==> config.mk <==
export PLATFORM = sky130hd
export DESIGN_NAME = pipe_controller_rv32i
export DESIGN_NICKNAME = d
export VERILOG_FILES = /design/src/rtl/pipe_controller_rv32i.sv
export SDC_FILE = /design/constraint.sdc
export NUM_CORES = 1
export LEC_CHECK = 0
export ABC_AREA = 1
export CAP_MARGIN = 40
export CORE_MARGIN = 1
export CORE_UTILIZATION = 36
export CTS_BUF_LIST = sky130_fd_sc_hd__clkbuf_16
export DETAILED_ROUTE_END_ITERATION = 8
export HOLD_SLACK_MARGIN = 0.06
export PLACE_DENSITY = 0.73
export SYNTH_ARGS = -nofsm -noshare
export SYNTH_HDL_FRONTEND = slang
export SYNTH_SLANG_ARGS = --single-unit
==> constraint.sdc <==
create_clock -name clk -period 1.4 [get_ports clk]
set_input_delay 0.28 -clock clk [delete_from_list [all_inputs] [get_ports clk]]
set_output_delay 0.28 -clock clk [all_outputs]
set_load 0.05 [all_outputs]
==> src/rtl/pipe_controller_rv32i.sv <==
// Pipelined RV32I control unit: decodes in D and carries control through the E, M and W registers.
// It also produces the branch/jump redirect, an illegal-instruction flag and a retired-instruction count.
module pipe_controller_rv32i #(
   parameter int ALUCTRL_W = 4,
   parameter int CNT_W     = 32
) (
   input  logic                 clk,
   input  logic                 reset,
   input  logic [6:0]           opD,
   input  logic [2:0]           funct3D,
   input  logic                 funct7b5D,
   output logic [2:0]           ImmSrcD,
   output logic                 IllegalD,
   input  logic                 StallE,
   input  logic                 FlushE,
   input  logic                 ZeroE,
   input  logic                 LtE,
   input  logic                 LtuE,
   output logic                 PCSrcE,
   output logic                 PCTargetSrcE,
   output logic [ALUCTRL_W-1:0] ALUControlE,
   output logic [1:0]           ALUSrcAE,
   output logic                 ALUSrcBE,
   output logic                 ResultSrcEb0,
   output logic                 MemWriteM,
   output logic [2:0]           Funct3M,
   output logic                 RegWriteM,
   output logic                 RegWriteW,
   output logic [1:0]           ResultSrcW,
   output logic                 ValidW,
   output logic [CNT_W-1:0]     InstRetCount
);

   localparam logic [6:0] OP_LOAD   = 7'b0000011;
   localparam logic [6:0] OP_STORE  = 7'b0100011;
   localparam logic [6:0] OP_R      = 7'b0110011;
   localparam logic [6:0] OP_I      = 7'b0010011;
   localparam logic [6:0] OP_BRANCH = 7'b1100011;
   localparam logic [6:0] OP_JAL    = 7'b1101111;
   localparam logic [6:0] OP_JALR   = 7'b1100111;
   localparam logic [6:0] OP_LUI    = 7'b0110111;
   localparam logic [6:0] OP_AUIPC  = 7'b0010111;

   localparam logic [3:0] ALU_ADD  = 4'd0;
   localparam logic [3:0] ALU_SUB  = 4'd1;
   localparam logic [3:0] ALU_AND  = 4'd2;
   localparam logic [3:0] ALU_OR   = 4'd3;
   localparam logic [3:0] ALU_XOR  = 4'd4;
   localparam logic [3:0] ALU_SLT  = 4'd5;
   localparam logic [3:0] ALU_SLTU = 4'd6;
   localparam logic [3:0] ALU_SLL  = 4'd7;
   localparam logic [3:0] ALU_SRL  = 4'd8;
   localparam logic [3:0] ALU_SRA  = 4'd9;

   localparam logic [2:0] IMM_I = 3'b000;
   localparam logic [2:0] IMM_S = 3'b001;
   localparam logic [2:0] IMM_B = 3'b010;
   localparam logic [2:0] IMM_J = 3'b011;
   localparam logic [2:0] IMM_U = 3'b100;

   typedef struct packed {
      logic       valid;
      logic       regWrite;
      logic [1:0] resultSrc;
      logic       memWrite;
      logic       branch;
      logic       jump;
      logic [1:0] aluSrcA;
      logic       aluSrcB;
      logic       pcTargetSrc;
      logic [3:0] aluCode;
      logic [2:0] funct3;
   } ctrlE_t;

   typedef struct packed {
      logic       valid;
      logic       regWrite;
      logic [1:0] resultSrc;
      logic       memWrite;
      logic [2:0] funct3;
   } ctrlM_t;

   typedef struct packed {
      logic       valid;
      logic       regWrite;
      logic [1:0] resultSrc;
   } ctrlW_t;

   ctrlE_t           ctrlD;
   ctrlE_t           ctrlE;
   ctrlM_t           ctrlM;
   ctrlW_t           ctrlW;
   logic [3:0]       aluFunct;
   logic [2:0]       immSrc;
   logic             illegal;
   logic             branchTaken;
   logic [CNT_W-1:0] retCount;

   // funct3 selects the ALU op; funct7b5 only means sub for R-type, but always means sra
   always_comb begin
      aluFunct = ALU_ADD;
      case (funct3D)
         3'b000: aluFunct = (opD == OP_R && funct7b5D) ? ALU_SUB : ALU_ADD;
         3'b001: aluFunct = ALU_SLL;
         3'b010: aluFunct = ALU_SLT;
         3'b011: aluFunct = ALU_SLTU;
         3'b100: aluFunct = ALU_XOR;
         3'b101: aluFunct = funct7b5D ? ALU_SRA : ALU_SRL;
         3'b110: aluFunct = ALU_OR;
         3'b111: aluFunct = ALU_AND;
      endcase
   end

   always_comb begin
      ctrlD   = '0;
      immSrc  = IMM_I;
      illegal = 1'b0;
      case (opD)
         OP_LOAD: begin
            ctrlD.regWrite  = 1'b1;
            ctrlD.aluSrcB   = 1'b1;
            ctrlD.resultSrc = 2'b01;
            immSrc          = IMM_I;
         end
         OP_STORE: begin
            ctrlD.memWrite = 1'b1;
            ctrlD.aluSrcB  = 1'b1;
            immSrc         = IMM_S;
         end
         OP_R: begin
            ctrlD.regWrite = 1'b1;
            ctrlD.aluCode  = aluFunct;
         end
         OP_I: begin
            ctrlD.regWrite = 1'b1;
            ctrlD.aluSrcB  = 1'b1;
            ctrlD.aluCode  = aluFunct;
            immSrc         = IMM_I;
         end
         OP_BRANCH: begin
            illegal        = (funct3D[2:1] == 2'b01);
            ctrlD.branch   = 1'b1;
            ctrlD.aluCode  = ALU_SUB;
            immSrc         = IMM_B;
         end
         OP_JAL: begin
            ctrlD.regWrite  = 1'b1;
            ctrlD.jump      = 1'b1;
            ctrlD.resultSrc = 2'b10;
            immSrc          = IMM_J;
         end
         OP_JALR: begin
            illegal           = (funct3D != 3'b000);
            ctrlD.regWrite    = 1'b1;
            ctrlD.jump        = 1'b1;
            ctrlD.aluSrcB     = 1'b1;
            ctrlD.pcTargetSrc = 1'b1;
            ctrlD.resultSrc   = 2'b10;
            immSrc            = IMM_I;
         end
         OP_LUI: begin
            ctrlD.regWrite = 1'b1;
            ctrlD.aluSrcA  = 2'b10;
            ctrlD.aluSrcB  = 1'b1;
            immSrc         = IMM_U;
         end
         OP_AUIPC: begin
            ctrlD.regWrite = 1'b1;
            ctrlD.aluSrcA  = 2'b01;
            ctrlD.aluSrcB  = 1'b1;
            immSrc         = IMM_U;
         end
         default: illegal = 1'b1;
      endcase
      ctrlD.valid  = ~illegal;
      ctrlD.funct3 = funct3D;
      // An illegal encoding travels as a plain bubble
      if (illegal) begin
         ctrlD  = '0;
         immSrc = IMM_I;
      end
   end

   assign ImmSrcD  = immSrc;
   assign IllegalD = illegal;

   always_ff @(posedge clk or negedge reset) begin
      if (!reset) begin
         ctrlE <= '0;
      end else if (FlushE) begin
         ctrlE <= '0;
      end else if (!StallE) begin
         ctrlE <= ctrlD;
      end
   end

   // While E is held, M takes a bubble so the held instruction is not issued twice
   always_ff @(posedge clk or negedge reset) begin
      if (!reset) begin
         ctrlM <= '0;
      end else if (StallE && !FlushE) begin
         ctrlM <= '0;
      end else begin
         ctrlM <= {ctrlE.valid, ctrlE.regWrite, ctrlE.resultSrc, ctrlE.memWrite, ctrlE.funct3};
      end
   end

   always_ff @(posedge clk or negedge reset) begin
      if (!reset) begin
         ctrlW    <= '0;
         retCount <= '0;
      end else begin
         ctrlW <= {ctrlM.valid, ctrlM.regWrite, ctrlM.resultSrc};
         if (ctrlW.valid) begin
            retCount <= retCount + CNT_W'(1);
         end
      end
   end

   always_comb begin
      branchTaken = 1'b0;
      case (ctrlE.funct3)
         3'b000:  branchTaken = ZeroE;
         3'b001:  branchTaken = ~ZeroE;
         3'b100:  branchTaken = LtE;
         3'b101:  branchTaken = ~LtE;
         3'b110:  branchTaken = LtuE;
         3'b111:  branchTaken = ~LtuE;
         default: branchTaken = 1'b0;
      endcase
   end

   assign PCSrcE       = ctrlE.valid & (ctrlE.jump | (ctrlE.branch & branchTaken));
   assign PCTargetSrcE = ctrlE.pcTargetSrc;
   assign ALUControlE  = ALUCTRL_W'(ctrlE.aluCode);
   assign ALUSrcAE     = ctrlE.aluSrcA;
   assign ALUSrcBE     = ctrlE.aluSrcB;
   assign ResultSrcEb0 = ctrlE.resultSrc[0];
   assign MemWriteM    = ctrlM.memWrite;
   assign Funct3M      = ctrlM.funct3;
   assign RegWriteM    = ctrlM.regWrite;
   assign RegWriteW    = ctrlW.regWrite;
   assign ResultSrcW   = ctrlW.resultSrc;
   assign ValidW       = ctrlW.valid;
   assign InstRetCount = retCount;

endmodule

==> metrics.log <==
[metrics] violation count after the first detailed-routing iteration: 142
[metrics] port buffer count: 72
[metrics] net count after synthesis: 457
[metrics] worst flop-to-flop path endpoint: InstRetCount[22]
[metrics] met2 Resource Use GR: 39.2%
[metrics] Total GRT Usage: 21.1%
[metrics] sum of negative setup slack: -1.17 ns
[metrics] max cap viols: 0
[metrics] vias: 3,516
[metrics] level count of the clock H-tree: 3
[metrics] Final Skew: 0.00563 ns
[metrics] ratio of final minimum period to clock period: 126%
[metrics] worst setup path category: in -> out
[metrics] distinct cell type count after synthesis: 33
[metrics] worst-case clock buffer depth: 2
[metrics] growth of design area from synthesis to finish: 88.4%
[metrics] worst setup slack after placement: -0.702 ns
[metrics] gate count after technology mapping: 438
[metrics] overall power after layout: 5340 uW
[metrics] part of the total power dissipated in the clock network: 43.6%
[metrics] dpl cell area: 5340 sq um
[metrics] minimum clock period: 1.76 ns
[metrics] global-route wire length before repair: 16,200 um
[metrics] endpoints failing hold: 0
[metrics] Crit path arrival time: 1.48 ns
[metrics] effective utilization at floorplan: 37.8%
[metrics] DRT antenna net count: 0
[metrics] number of sinks on the clock net: 62
[metrics] FP Rows: 34
[metrics] combined area of all synthesized cells: 3360 sq um
[metrics] routed len/inst: 14.4 um
[metrics] Critical-path top delay cell: sky130_fd_sc_hd__clkdlybuf4s50_1
[metrics] largest net degree at the start of global routing: 63
[metrics] later-pin clock latency in the skew report: 0.33 ns
[metrics] #FFs+latches synth: 62
[metrics] normalized max-slew margin: 67.7%
[metrics] via count of the first global-routing pass: 3,623
[metrics] number of filler instances in the final layout: 590
[metrics] most common cell after layout, fill and taps aside: sky130_fd_sc_hd__nand2_1
[metrics] Inserted Clock Buffers: 9
[metrics] last weighted congestion value of the routability-driven placer: 0.923
[metrics] critical path, cell by cell: clkdlybuf4s50_1, inv_1, o211ai_1, nand3_1, nand2_1, nand2_2, a21oi_4, buf_12
[metrics] fraction of layout cells with a size suffix above 1: 50.9%
[metrics] Syn. warnings: 0
[metrics] CTS clock-pin slew for the worst setup and hold paths: 0.05 ns
[metrics] core outline area: 8890 sq um
[metrics] hold crit path type: in -> reg
[metrics] slack of the worst reg-to-reg path: -0.13 ns
[metrics] clock tree from TritonCTS: built
[metrics] remaining design rule violation count: 0
[metrics] worst r2r path cells: 7
[metrics] Post-Route Utilization: 71.2%
[metrics] fraction of met3 tracks used by global routing: 3.90%
[metrics] worst-path maximum fanout: 2
[metrics] die width: 98.6 um
[metrics] kind of end point of the critical path: primary output
[metrics] Design Area, Final: 6330 sq um
[metrics] fraction of power spent switching nets: 26.2%
[metrics] fin. max-slew vios: 0
[metrics] status: finished, violations left
[metrics] maximum vdd drop: 538 uV
[metrics] net switching power of the design: 1400 uW
[metrics] most used routing layer: met2
[metrics] Multi-input gate area: 2000 sq um
[metrics] slew of the pin with the lowest slew margin: 0.480 ns
[metrics] Pre-antenna DRT Iters: 4
[metrics] fraction of power consumed by combinational cells: 20.5%
[metrics] Max Clk Rate: 0.567 GHz
[metrics] critical path's largest stage delay: 0.46 ns
[metrics] total wirelength of the detailed-routed design: 10,400 um
[metrics] last element of the critical path: PCSrcE
[metrics] root buf cell: sky130_fd_sc_hd__clkbuf_16
[metrics] number of stages on the worst hold path: 4
[metrics] antenna diode count: 0
[metrics] RSZ-0062 raised after global routing: true
[metrics] internal power component: 3940 uW
[metrics] met1 Resource Use GR: 22.0%
[metrics] Top-Level Pins: 73
[metrics] Critical Path Source Type: primary input
[metrics] Lkg Pwr: 0.00299 uW
[metrics] area taken by flip-flops and latches: 1590 sq um
[metrics] initial antenna violation count: 0
[metrics] DP HPWL: 6870 um
[metrics] R2R Path Start: InstRetCount[0]
[metrics] net count reported at finish: 623
[metrics] synthesized area per cell: 7.68 sq um
[metrics] total power density per cell area: 843 nW/um^2
[metrics] violated checks: negative setup slack
[metrics] die area: 9730 sq um
[metrics] Congestion Overflow GR: 0
[metrics] CP required: 1.12 ns
[metrics] relative contribution of sequential cells to total power: 35.8%
[metrics] first element of the critical path: LtE
[metrics] commonest cells after routing, fill and taps aside: sky130_fd_sc_hd__nand2_1, sky130_fd_sc_hd__buf_4, sky130_fd_sc_hd__buf_12
[metrics] final setup margin: -0.362 ns
[metrics] Die Span Y: 98.6 um
[metrics] Via density: 4.90
[metrics] Seq/Total Area, Yosys: 46.1%
[metrics] number of setup violations in the final report: 14
routing by layer:
layer	vias up	wire [um]
met5	-	0
met4	0	360
met3	32	463
met2	116	5690
met1	1670	3840
li1	1698	-
state kept, by name, indices dropped and copies added (netlist names), 2 cells and up:
name,count
ALUControlE,4
Funct3M,3
InstRetCount,32
ctrlM,3
ResultSrcW,2
ctrlE,9
ALUSrcAE,2
worst max-delay path, delay by kind of cell:
family	cells	cell delay (ns)
AO/OA/AOI/OAI	2	0.31
buffers and inverters	3	0.66
AND/OR/NAND/NOR	3	0.23
layout make-up:
class	count	area share, %
well taps	108	2.13
inverters	48	3.16
repair buffers	168	33.0
multi-input cells	315	31.6
clock buffers	9	3.56
flip-flops and latches	62	25.1
clock inverters	7	1.40
logic make-up after synthesis:
kind of cell	after synthesis	share of synthesized area [%]
compound gates	18	3.16
xor+xnor	23	5.99
fa+ha+maj	1	0.372
buf+inv	61	7.85
flops	62	46.1
simple gates	273	36.5
Yosys cell counts, drive strengths merged:
library cell	count	area, sq um
clkbuf	2	7.51
xor2	10	87.6
xnor2	13	114
o211ai	1	7.51
dfrtp	62	1550
nor3	5	35.0
ha	1	12.5
o31ai	1	7.51
and3	1	6.26
nand4	8	50.1
nand3	30	170
nand2	153	594
a21oi	3	15.0
o41ai	2	17.5
nor2	68	312
inv	48	180
nand3b	6	45.0
nor4	1	6.26
o21ai	11	58.8
buf	11	76.3
nor3b	1	7.51
timing repair:
action / CTS / global route
setup buffers: 14 / 17
resized for setup: 108 / 58
setup endpoints to repair: 29 / 25
hold endpoints to repair: 62 / 0
hold buffers: 1 / 0
pin swaps: 29 / 32
power by group through the flow:
stage	clock, uW	combinational (uW)	sequential, uW
2_1_floorplan	0	180	2100
3_3_place_gp	0	881	1930
3_5_place_dp	0	907	1930
4_1_cts	2350	1020	1910
5_1_grt	2430	1170	1920
6_report	2330	1100	1910
how the worst min path moves through the flow:
| stage | start | slack [ns] | end |
|---|---|---|---|
| floorplan | reset | -0.02 | ALUControlE[0] |
| global placement | reset | 0.31 | InstRetCount[8] |
| detailed placement | reset | 0.32 | InstRetCount[10] |
| CTS | opD[6] | 0.31 | ResultSrcEb0 |
| global route | opD[6] | 0.32 | ResultSrcEb0 |
| finish | opD[6] | 0.30 | ResultSrcEb0 |
stage by stage:
stage               hold slack, ns  cells
CTS                          0.311    700
finish                       0.303    717
global route                 0.323    717
global placement             0.313    669
floorplan                  -0.0156    438
detailed placement           0.318    669
No activity file was read; power rests on OpenSTA's default activity.
